**src/rtl/rc_filter_scheduler.sv**
```systemverilog
// -----------------------------------------------------------------------------
// rc_filter_scheduler
//
// Time-multiplexed sequencer for the discrete-time RC sound-circuit models.
// One shared signed W x W multiplier/accumulator evaluates NCH first-order
// filters once per audio sample tick:
//
//     s[n+1] = c0*s[n] + c1*x1 + ... + c(NTERM-1)*x(NTERM-1)
//
// Coefficients are Q1.(W-1) and loadable at runtime. Each channel state is
// kept with GUARD extra fraction bits. Only the upper W bits are fed back and
// published.
//
// Frame sequencing: IDLE -> (MAC x NTERM -> WB) x NCH -> DONE -> IDLE.
// A tick in cycle T gives out_valid in cycle T+1+NCH*(NTERM+1).
//
// Build option:
//   RC_SCHED_SAT_EN  defined     : write-back clamps state to its signed range
//                    not defined : write-back keeps the low W+GUARD bits (wraps)
//
// Ports:
//   clk          in   system clock
//   rst          in   asynchronous, active-high reset
//   sample_tick  in   one-cycle strobe that starts a frame
//   in_bus       in   channel ch, term t at [((ch*(NTERM-1))+t-1)*W +: W]
//   cfg_we       in   coefficient write strobe
//   cfg_addr     in   coefficient index = ch*NTERM + t
//   cfg_data     in   coefficient value, Q1.(W-1)
//   out_bus      out  channel ch state at [ch*W +: W]
//   out_valid    out  one-cycle pulse, out_bus updated this cycle
//   busy         out  high while a frame is in progress
//   overrun      out  sticky, set when sample_tick arrives while busy
// -----------------------------------------------------------------------------
module rc_filter_scheduler #(
    parameter int W     = 16,
    parameter int NCH   = 4,
    parameter int NTERM = 4,
    parameter int GUARD = 4
) (
    input  logic                          clk,
    input  logic                          rst,
    input  logic                          sample_tick,
    input  logic [NCH*(NTERM-1)*W-1:0]    in_bus,
    input  logic                          cfg_we,
    input  logic [$clog2(NCH*NTERM)-1:0]  cfg_addr,
    input  logic [W-1:0]                  cfg_data,
    output logic [NCH*W-1:0]              out_bus,
    output logic                          out_valid,
    output logic                          busy,
    output logic                          overrun
);

    localparam int AW    = $clog2(NCH*NTERM);
    localparam int NC    = NCH*NTERM;
    localparam int SW    = W + GUARD;                 // state register width
    localparam int ACCW  = 2*W + $clog2(NTERM);       // accumulator, never overflows
    localparam int SHIFT = W - 1 - GUARD;             // Q2.(2W-2) product -> state scale
    localparam int HW    = ACCW - SHIFT;              // width of the rescaled accumulator
    localparam int CHW   = (NCH > 1) ? $clog2(NCH) : 1;
    localparam int TW    = (NTERM > 1) ? $clog2(NTERM) : 1;

`ifdef RC_SCHED_SAT_EN
    localparam logic signed [HW-1:0] SAT_MAX = {{(HW-SW+1){1'b0}}, {(SW-1){1'b1}}};
    localparam logic signed [HW-1:0] SAT_MIN = {{(HW-SW+1){1'b1}}, {(SW-1){1'b0}}};
`endif

    typedef enum logic [1:0] {
        ST_IDLE = 2'd0,
        ST_MAC  = 2'd1,
        ST_WB   = 2'd2,
        ST_DONE = 2'd3
    } fsm_t;

    fsm_t                    fsm_q, fsm_d;
    logic [CHW-1:0]          ch_q, ch_d;
    logic [TW-1:0]           t_q, t_d;
    logic signed [ACCW-1:0]  acc_q, acc_d;
    logic signed [SW-1:0]    state_q [NCH];
    logic signed [SW-1:0]    state_d [NCH];
    // Snapshot of the external inputs; term index 0 is never loaded (feedback term).
    logic signed [W-1:0]     x_q [NCH][NTERM];
    logic signed [W-1:0]     x_d [NCH][NTERM];
    logic signed [W-1:0]     coef_q [NC];
    logic signed [W-1:0]     coef_d [NC];
    logic [NCH*W-1:0]        out_bus_q, out_bus_d;
    logic                    out_valid_q, out_valid_d;
    logic                    busy_q, busy_d;
    logic                    overrun_q, overrun_d;

    logic [AW-1:0]           coef_idx_s;
    logic signed [W-1:0]     operand_s;
    logic signed [W-1:0]     coef_s;
    logic signed [2*W-1:0]   prod_s;
    logic signed [HW-1:0]    acc_hi_s;
    logic signed [SW-1:0]    wb_val_s;
    logic                    unused_s;

    // Coefficient table update; a write lands at the next edge, so a MAC reading
    // the same entry in the write cycle still sees the previous value.
    always_comb begin
        coef_d = coef_q;
        if (cfg_we && (int'(cfg_addr) < NC)) begin
            coef_d[cfg_addr] = cfg_data;
        end else begin
            coef_d = coef_q;
        end
    end

    // Operand/coefficient selection and the shared multiplier.
    always_comb begin
        coef_idx_s = AW'(ch_q) * AW'(NTERM) + AW'(t_q);
        coef_s     = coef_q[coef_idx_s];
        if (t_q == {TW{1'b0}}) begin
            operand_s = state_q[ch_q][SW-1:GUARD];
        end else begin
            operand_s = x_q[ch_q][t_q];
        end
        // Sign-extended operands make the unsigned 2W-bit product equal to the signed one.
        prod_s = {{W{operand_s[W-1]}}, operand_s} * {{W{coef_s[W-1]}}, coef_s};
    end

    // Rescale the accumulator to state precision and fit it into SW bits.
    always_comb begin
        acc_hi_s = acc_q[ACCW-1:SHIFT];
`ifdef RC_SCHED_SAT_EN
        if (acc_hi_s > SAT_MAX) begin
            wb_val_s = SAT_MAX[SW-1:0];
        end else if (acc_hi_s < SAT_MIN) begin
            wb_val_s = SAT_MIN[SW-1:0];
        end else begin
            wb_val_s = acc_hi_s[SW-1:0];
        end
`else
        wb_val_s = acc_hi_s[SW-1:0];
`endif
    end

    // Bits that are dropped by design (rounding fraction and guard bits).
    always_comb begin
        unused_s = ^acc_q[SHIFT-1:0];
        for (int c = 0; c < NCH; c++) begin
            unused_s = unused_s ^ (^state_q[c][GUARD-1:0]);
        end
`ifndef RC_SCHED_SAT_EN
        unused_s = unused_s ^ (^acc_hi_s[HW-1:SW]);
`endif
    end

    // Next-state and datapath control for the frame sequencer.
    always_comb begin
        fsm_d     = fsm_q;
        ch_d      = ch_q;
        t_d       = t_q;
        acc_d     = acc_q;
        state_d   = state_q;
        x_d       = x_q;
        out_bus_d = out_bus_q;

        // Any tick outside IDLE (including the DONE cycle) is dropped and flagged.
        if (sample_tick && (fsm_q != ST_IDLE)) begin
            overrun_d = 1'b1;
        end else begin
            overrun_d = overrun_q;
        end

        case (fsm_q)
            ST_IDLE: begin
                if (sample_tick) begin
                    for (int c = 0; c < NCH; c++) begin
                        x_d[c][0] = {W{1'b0}};
                        for (int t = 1; t < NTERM; t++) begin
                            x_d[c][t] = in_bus[((c*(NTERM-1))+t-1)*W +: W];
                        end
                    end
                    ch_d  = {CHW{1'b0}};
                    t_d   = {TW{1'b0}};
                    acc_d = {ACCW{1'b0}};
                    fsm_d = ST_MAC;
                end else begin
                    fsm_d = ST_IDLE;
                end
            end
            ST_MAC: begin
                acc_d = acc_q + {{(ACCW-2*W){prod_s[2*W-1]}}, prod_s};
                if (t_q == TW'(NTERM-1)) begin
                    t_d   = {TW{1'b0}};
                    fsm_d = ST_WB;
                end else begin
                    t_d   = t_q + {{(TW-1){1'b0}}, 1'b1};
                    fsm_d = ST_MAC;
                end
            end
            ST_WB: begin
                state_d[ch_q] = wb_val_s;
                acc_d         = {ACCW{1'b0}};
                if (ch_q == CHW'(NCH-1)) begin
                    ch_d  = {CHW{1'b0}};
                    fsm_d = ST_DONE;
                    // Publish every channel at once, including the one written now.
                    for (int c = 0; c < NCH; c++) begin
                        out_bus_d[c*W +: W] = state_d[c][SW-1:GUARD];
                    end
                end else begin
                    ch_d  = ch_q + {{(CHW-1){1'b0}}, 1'b1};
                    fsm_d = ST_MAC;
                end
            end
            ST_DONE: begin
                fsm_d = ST_IDLE;
            end
            default: begin
                fsm_d = ST_IDLE;
            end
        endcase

        out_valid_d = (fsm_d == ST_DONE);
        busy_d      = (fsm_d != ST_IDLE);
    end

    // State register for sequencer, datapath, tables and outputs.
    always_ff @(posedge clk or posedge rst) begin
        if (rst) begin
            fsm_q       <= ST_IDLE;
            ch_q        <= {CHW{1'b0}};
            t_q         <= {TW{1'b0}};
            acc_q       <= {ACCW{1'b0}};
            out_bus_q   <= {(NCH*W){1'b0}};
            out_valid_q <= 1'b0;
            busy_q      <= 1'b0;
            overrun_q   <= 1'b0;
            for (int c = 0; c < NCH; c++) begin
                state_q[c] <= {SW{1'b0}};
                for (int t = 0; t < NTERM; t++) begin
                    x_q[c][t] <= {W{1'b0}};
                end
            end
            for (int i = 0; i < NC; i++) begin
                coef_q[i] <= {W{1'b0}};
            end
        end else begin
            fsm_q       <= fsm_d;
            ch_q        <= ch_d;
            t_q         <= t_d;
            acc_q       <= acc_d;
            out_bus_q   <= out_bus_d;
            out_valid_q <= out_valid_d;
            busy_q      <= busy_d;
            overrun_q   <= overrun_d;
            state_q     <= state_d;
            x_q         <= x_d;
            coef_q      <= coef_d;
        end
    end

    assign out_bus   = out_bus_q;
    assign out_valid = out_valid_q;
    assign busy      = busy_q;
    assign overrun   = overrun_q;

endmodule

```
**config.mk**
```make
export PLATFORM = sky130hd
export DESIGN_NAME = rc_filter_scheduler
export DESIGN_NICKNAME = d
export VERILOG_FILES = /design/src/rtl/rc_filter_scheduler.sv
export SDC_FILE = /design/constraint.sdc
export NUM_CORES = 2
export LEC_CHECK = 0
export BUFFER_PORTS_ARGS = -buffer_cell sky130_fd_sc_hd__buf_2
export CORE_MARGIN = 2
export CORE_UTILIZATION = 55
export DETAILED_ROUTE_END_ITERATION = 12
export GPL_ROUTABILITY_DRIVEN = 0
export PLACE_DENSITY = 0.77
export RECOVER_POWER = 100
export REMOVE_ABC_BUFFERS = 1
export SYNTH_ARGS = -nofsm -noshare
export SYNTH_HDL_FRONTEND = slang
export SYNTH_SLANG_ARGS = --single-unit
```
**constraint.sdc**
```tcl
create_clock -name clk -period 18.4 [get_ports clk]
set_input_delay 1.84 -clock clk [delete_from_list [all_inputs] [get_ports clk]]
set_output_delay 1.84 -clock clk [all_outputs]
set_load 0.02 [all_outputs]
```
-- After elaboration in Yosys (flattened, before gate mapping)
Index checks and enable logic that the tools add are counted.
- output and inout port bits: 67
- word-level logic and storage cells: 107
- register bits: 635
- $mul: 1
- equality and inequality tests: 7
- bitwise gates (word level): 4
- order comparisons: 6
- multiplexer cells: 30
- $add $sub $neg: 4
- reductions and logical operators: 15
- operators by type and width (cell ; count):
    $bwmux 256 ; 1
    $bmux 64 s2 ; 1
    $mux 64 ; 2
    $pmux 34 s3 ; 1
    $mux 16 ; 6
    $bwmux 80 ; 1
    $bmux 16 s4 ; 1
    $demux 16 s4 ; 1
    $mux 20 ; 3
    $bmux 20 s2 ; 1
    $demux 20 s2 ; 1
    $add 34x34->34 ; 1
    $mux 34 ; 1
    $bmux 16 s2 ; 1
    $mul 16x16->32 ; 1
    $eq 2x2->1 const B ; 5
    $ge 5x5->1 const B ; 2
    $mux 2 ; 5
    $not 4->5 ; 2
    $reduce_and 2->1 ; 5
    $pmux 2 s2 ; 2
    $pmux 2 s4 ; 1
    $reduce_bool 2->1 ; 4
    $ge 3x3->1 const B ; 2
    11 further kinds ; 16

-- Logic depth before layout (Yosys ltp)
- depth after elaboration: 11
- depth in mapped cells: 43

-- Worst setup path before layout
OpenSTA, ideal clock, no wires.
- path kind: reg2reg
- start point: reg t_q[0]
- end point: reg acc_q[30]
- path buffers: 5
- clock period less this slack: 9.554 ns
- stages on the path, launching flop included: 40
- data arrival time: 9.428 ns
- required time: 18.274 ns
- path slack: 8.846 ns
- path through: dfrtp_1 > buf_6 > buf_4 > inv_2 > clkbuf_1 > ha_1 > inv_1 > clkbuf_1 > clkbuf_1 > mux2i_1 > nor2_1 > fa_1 > inv_1 > fa_1 > fa_1 > inv_1 > fa_1 > fa_1 > (+4 left out) > a21o_1 > a21o_1 > a21oi_1 > nand2_1 > o2111ai_1 > a21boi_0 > or4_1 > o311ai_0 > ha_1 > a21oi_1 > o21ai_0 > nor2_1 > nand3_1 > nor3_1 > nor4_4 > o41ai_1 > o21ai_0 > a221o_1
- word-level cells in the longest chain between the ends: 8
- ends and longest elaborated chain (item ; RTL line ; text):
    start, declared ; 76 ; logic [TW-1:0] t_q, t_d;
    start signal, assigned ; 225 ; t_q <= {TW{1'b0}};
    start signal, assigned ; 243 ; t_q <= t_d;
    $add 4x2->4 / $not 2->3 (equally long branches) ; 111, 116 ;
    $not 4->5 (not written as such) / $bmux 16 s2 (equally long branches) ; 112, 116 ;
    $bmux 16 s4 / $mux 16 (equally long branches) ; 112, 116 ;
    $mux 16 (on tied branches) ; 112, 116 ;
    $mux 16 (on tied branches) ; 112, 113 ;
    $mul 16x16->32 * ; 119 ; prod_s = {{W{operand_s[W-1]}}, operand_s} * {{W{coef_s[W-1]}}, coef_s};
    $add 34x34->34 * ; 184 ; acc_d = acc_q + {{(ACCW-2*W){prod_s[2*W-1]}}, prod_s};
    $pmux 34 s3 * ; 166 ; case (fsm_q)
    end signal, assigned ; 226 ; acc_q <= {ACCW{1'b0}};
    end, declared ; 77 ; logic signed [ACCW-1:0] acc_q, acc_d;
Every way passes the cells marked *; elsewhere a longest branch is shown, timed or not. The select of a mux whose other input is x is not followed.
A chain may end at the register's enable or synchronous reset.

-- Worst setup path in the final report
- start point: reg ch_q[0]
- end point: reg acc_q[30]
- word-level cells in the longest chain between the ends: 11
- ends and longest elaborated chain (item ; RTL line ; text):
    start, declared ; 75 ; logic [CHW-1:0] ch_q, ch_d;
    start signal, assigned ; 224 ; ch_q <= {CHW{1'b0}};
    start signal, assigned ; 242 ; ch_q <= ch_d;
    branches (longest 8 deep; another with $add 4x2->4) ; n/a ;
    $mul 16x16->32 * ; 119 ;
    $add 34x34->34 * ; 184 ;
    $pmux 34 s3 * ; 166 ;
Mark *: on every way between the ends. The select of a mux whose other input is x is not followed.

==> run metrics <==
Arr. time, crit path 13110 ps; clock sinks 616; CP Capture Type flop; # port buffers 282; number of placement rows 96; Slew Viols, Final 924; Vias/cell 5.84; initial antenna violation count 14; dpl cell area a little over 40000 um^2; Die Y about 270 um; first-pass GRT wire length between 150000 and 200000 um; Die Span X 268 um; RSZ-0062 raised after global routing no; total die area around 72000 um^2; Setup Viol. Count Final 0; # DRC 0; Buf/Inv on CP 7; DRT iter0 DRCs between 2000 and 2500; # resized after CTS 0; GR met1 Demand/Resource 37.3%; Post-synth top flop dfrtp_1; vias in the first global route 26900; area delta synth->final 11.6%; Tcrit/Tclk final between 60 and 70%; Mean Syn Cell Area 12.1 um^2; Netlist cell types 64; delay-heaviest family, CP adder cells; failing checks max-capacitance violations, max-slew violations; layout cell share with drive strength beyond 1 ~29%; Detailed Place HPWL 68400 um; critical path's slowest cell dfrtp_1; DRT antenna net count 0; initial core utilization 55.7%; Worst Path Max Fanout 44; worst skew pair latency 640 ps; non-filler cells, final 4399; Tmin final ~13000 ps; Post-Syn Area 38300 um^2; Max clock buf depth 3; met2 Usage GRT 45.1%; DR pass1 iterations 6; TritonCTS buffer count 67; relative slew slack -583%; CP peak stage delay 2190 ps; M3 GR Usage 6.06%; TritonCTS clock tree done; Post-CTS Setup Bufs 0; EDFF count, synth 0; I/O pins 283; Slew @ Worst Pin 10240 ps; status finished, violations left; number of synthesized register bits 616; Max Cap Violations 15; GR peak layer met2; DP Cell Count 4267; flop2flop setup slack 5790 ps; H-tree levels 3; Worst setup SP type flop; Worst EP required 18900 ps; Core ar. just under 70000 um^2; fill count 5389; ys async rst share 100%; sequential-to-total area share from yosys stat just over 40%; DRT Wirelength 97700 um; WL/cell between 20 and 25 um; max frequency ~79 MHz; layout net count 3995; Final Util a little over 60%; Tightest Hold Check Type flop to flop; Synth warnings 0; grt total ovfl 0; final hold vios 0; GRT Overall Usage 27.9%; Clock transition at path regs approximately 60 ps; hold_buf cts 0; Post-Syn Instances 3176; clock skew between 40 and 50 ps; Crit Path Class flop to flop; vias 25700; root buf cell clkbuf_16; final instance area 42700 um^2; largest net degree at the start of global routing 195
-- final cells by class --
cell class	count	area, um^2	share of cell area (%)
clock buffers	99	2000	4.68
repair buffers	328	1590	3.71
clock inverters	20	315	0.738
diodes	13	32.5	0.0762
multi-input cells	2052	20900	49.0
flip-flops and latches	616	15400	36.1
well taps	931	1160	2.73
inverters	340	1280	2.99
-- cell families (layout without fill, tap and decap cells) --
| kind of cell | after synthesis | count (layout) | share of synthesized area, % |
|---|---|---|---|
| other | 0 | 13 | 0 |
| buffers and inverters | 508 | 787 | 5.10 |
| multiplexers | 696 | 696 | 24.4 |
| AND/OR/NAND/NOR | 656 | 656 | 7.29 |
| adder cells (fa/ha/maj) | 374 | 374 | 17.3 |
| XOR/XNOR | 56 | 56 | 1.28 |
| AO/OA/AOI/OAI | 270 | 270 | 4.37 |
| flip-flops | 616 | 616 | 40.3 |
-- flip-flops by register name, indices dropped and copies added (netlist names) --
signal     flops
overrun        1
out_valid      1
t_q            2
x_q          192
fsm_q          2
out_bus       64
ch_q           2
coef_q       256
state_q       64
busy           1
acc_q         31
-- placed cells by master (no fill, tap or decap), types with 8 or more instances in the layout --
master	instances
inv_1	336
nor3_1	8
and2_1	17
buf_4	20
a21o_1	26
clkbuf_1	111
nor2_1	158
nand3_1	24
clkbuf_8	16
fa_1	257
nor2b_1	26
or2_2	8
xnor2_1	35
dfrtp_1	613
mux2_2	498
nand2b_1	28
mux4_2	136
nand2_1	358
mux2i_1	58
clkbuf_16	69
xor2_1	21
o211ai_1	8
a31oi_1	11
ha_1	117
o21ai_0	102
buf_2	210
diode_2	13
a21oi_1	53
-- path summary, 6_finish.rpt --
path | start | to | cells past startpoint
min in group asynchronous | rst | x_q[88] | 2
setup reg to reg | ch_q[0] | acc_q[30] | 38
hold / removal | overrun | overrun | 1
hold reg to reg | overrun | overrun | 1
setup / recovery | ch_q[0] | acc_q[30] | 38
max in group asynchronous | rst | coef_q[183] | 4
-- stage by stage --
| stage | worst slack, ps | TNS (ps) | hold slack [ps] |
|---|---|---|---|
| 3_5_place_dp | 7100 | 0 | 451 |
| 4_1_cts | 7060 | 0 | 465 |
| 2_1_floorplan | -689 | -424140 | 442 |
| 6_report | 5790 | 0 | 466 |
| 3_3_place_gp | 7340 | 0 | 446 |
| 5_1_grt | 4630 | 0 | 475 |
-- worst register-to-register path, delay by kind of cell, from the launching register on --
family	cells	cell delay, ps
adders and majority gates	8	3590
AOI/OAI and AO/OA	11	3060
muxes	1	410
DFF	1	2190
buffers and inverters	7	1560
and+or+nand+nor	11	1700
-- synth_stat cells (6+ instances only) --
library cell	instances	area, um^2
dfrtp_1	616	15400
mux2_2	498	5610
nand2_1	358	1340
inv_1	337	1260
fa_1	257	5140
nor2_1	163	612
mux4_2	136	3060
clkbuf_1	131	492
ha_1	117	1460
o21ai_0	102	510
mux2i_1	58	581
a21oi_1	53	265
xnor2_1	35	307
nand2b_1	28	175
a21o_1	26	195
nor2b_1	26	163
nand3_1	24	120
xor2_1	21	184
buf_2	19	95.1
and2_1	18	113
buf_1	13	48.8
a31oi_1	11	68.8
nor3_1	8	40.0
o211ai_1	8	60.1
or2_2	8	50.1
o21ai_1	7	35.0
o31ai_1	7	52.6
a211oi_1	6	45.0
a22o_1	6	52.6
and3_1	6	37.5
o21a_1	6	45.0
-- per-layer routing --
metal,vias to the layer above,routed length (um)
li1,11200,-
met1,13300,39500
met2,1015,47300
met3,256,7430
met4,2,3430
met5,-,14
Power is not shown: default switching activity piles up to over one toggle a cycle in this logic, so the estimate is an artifact.
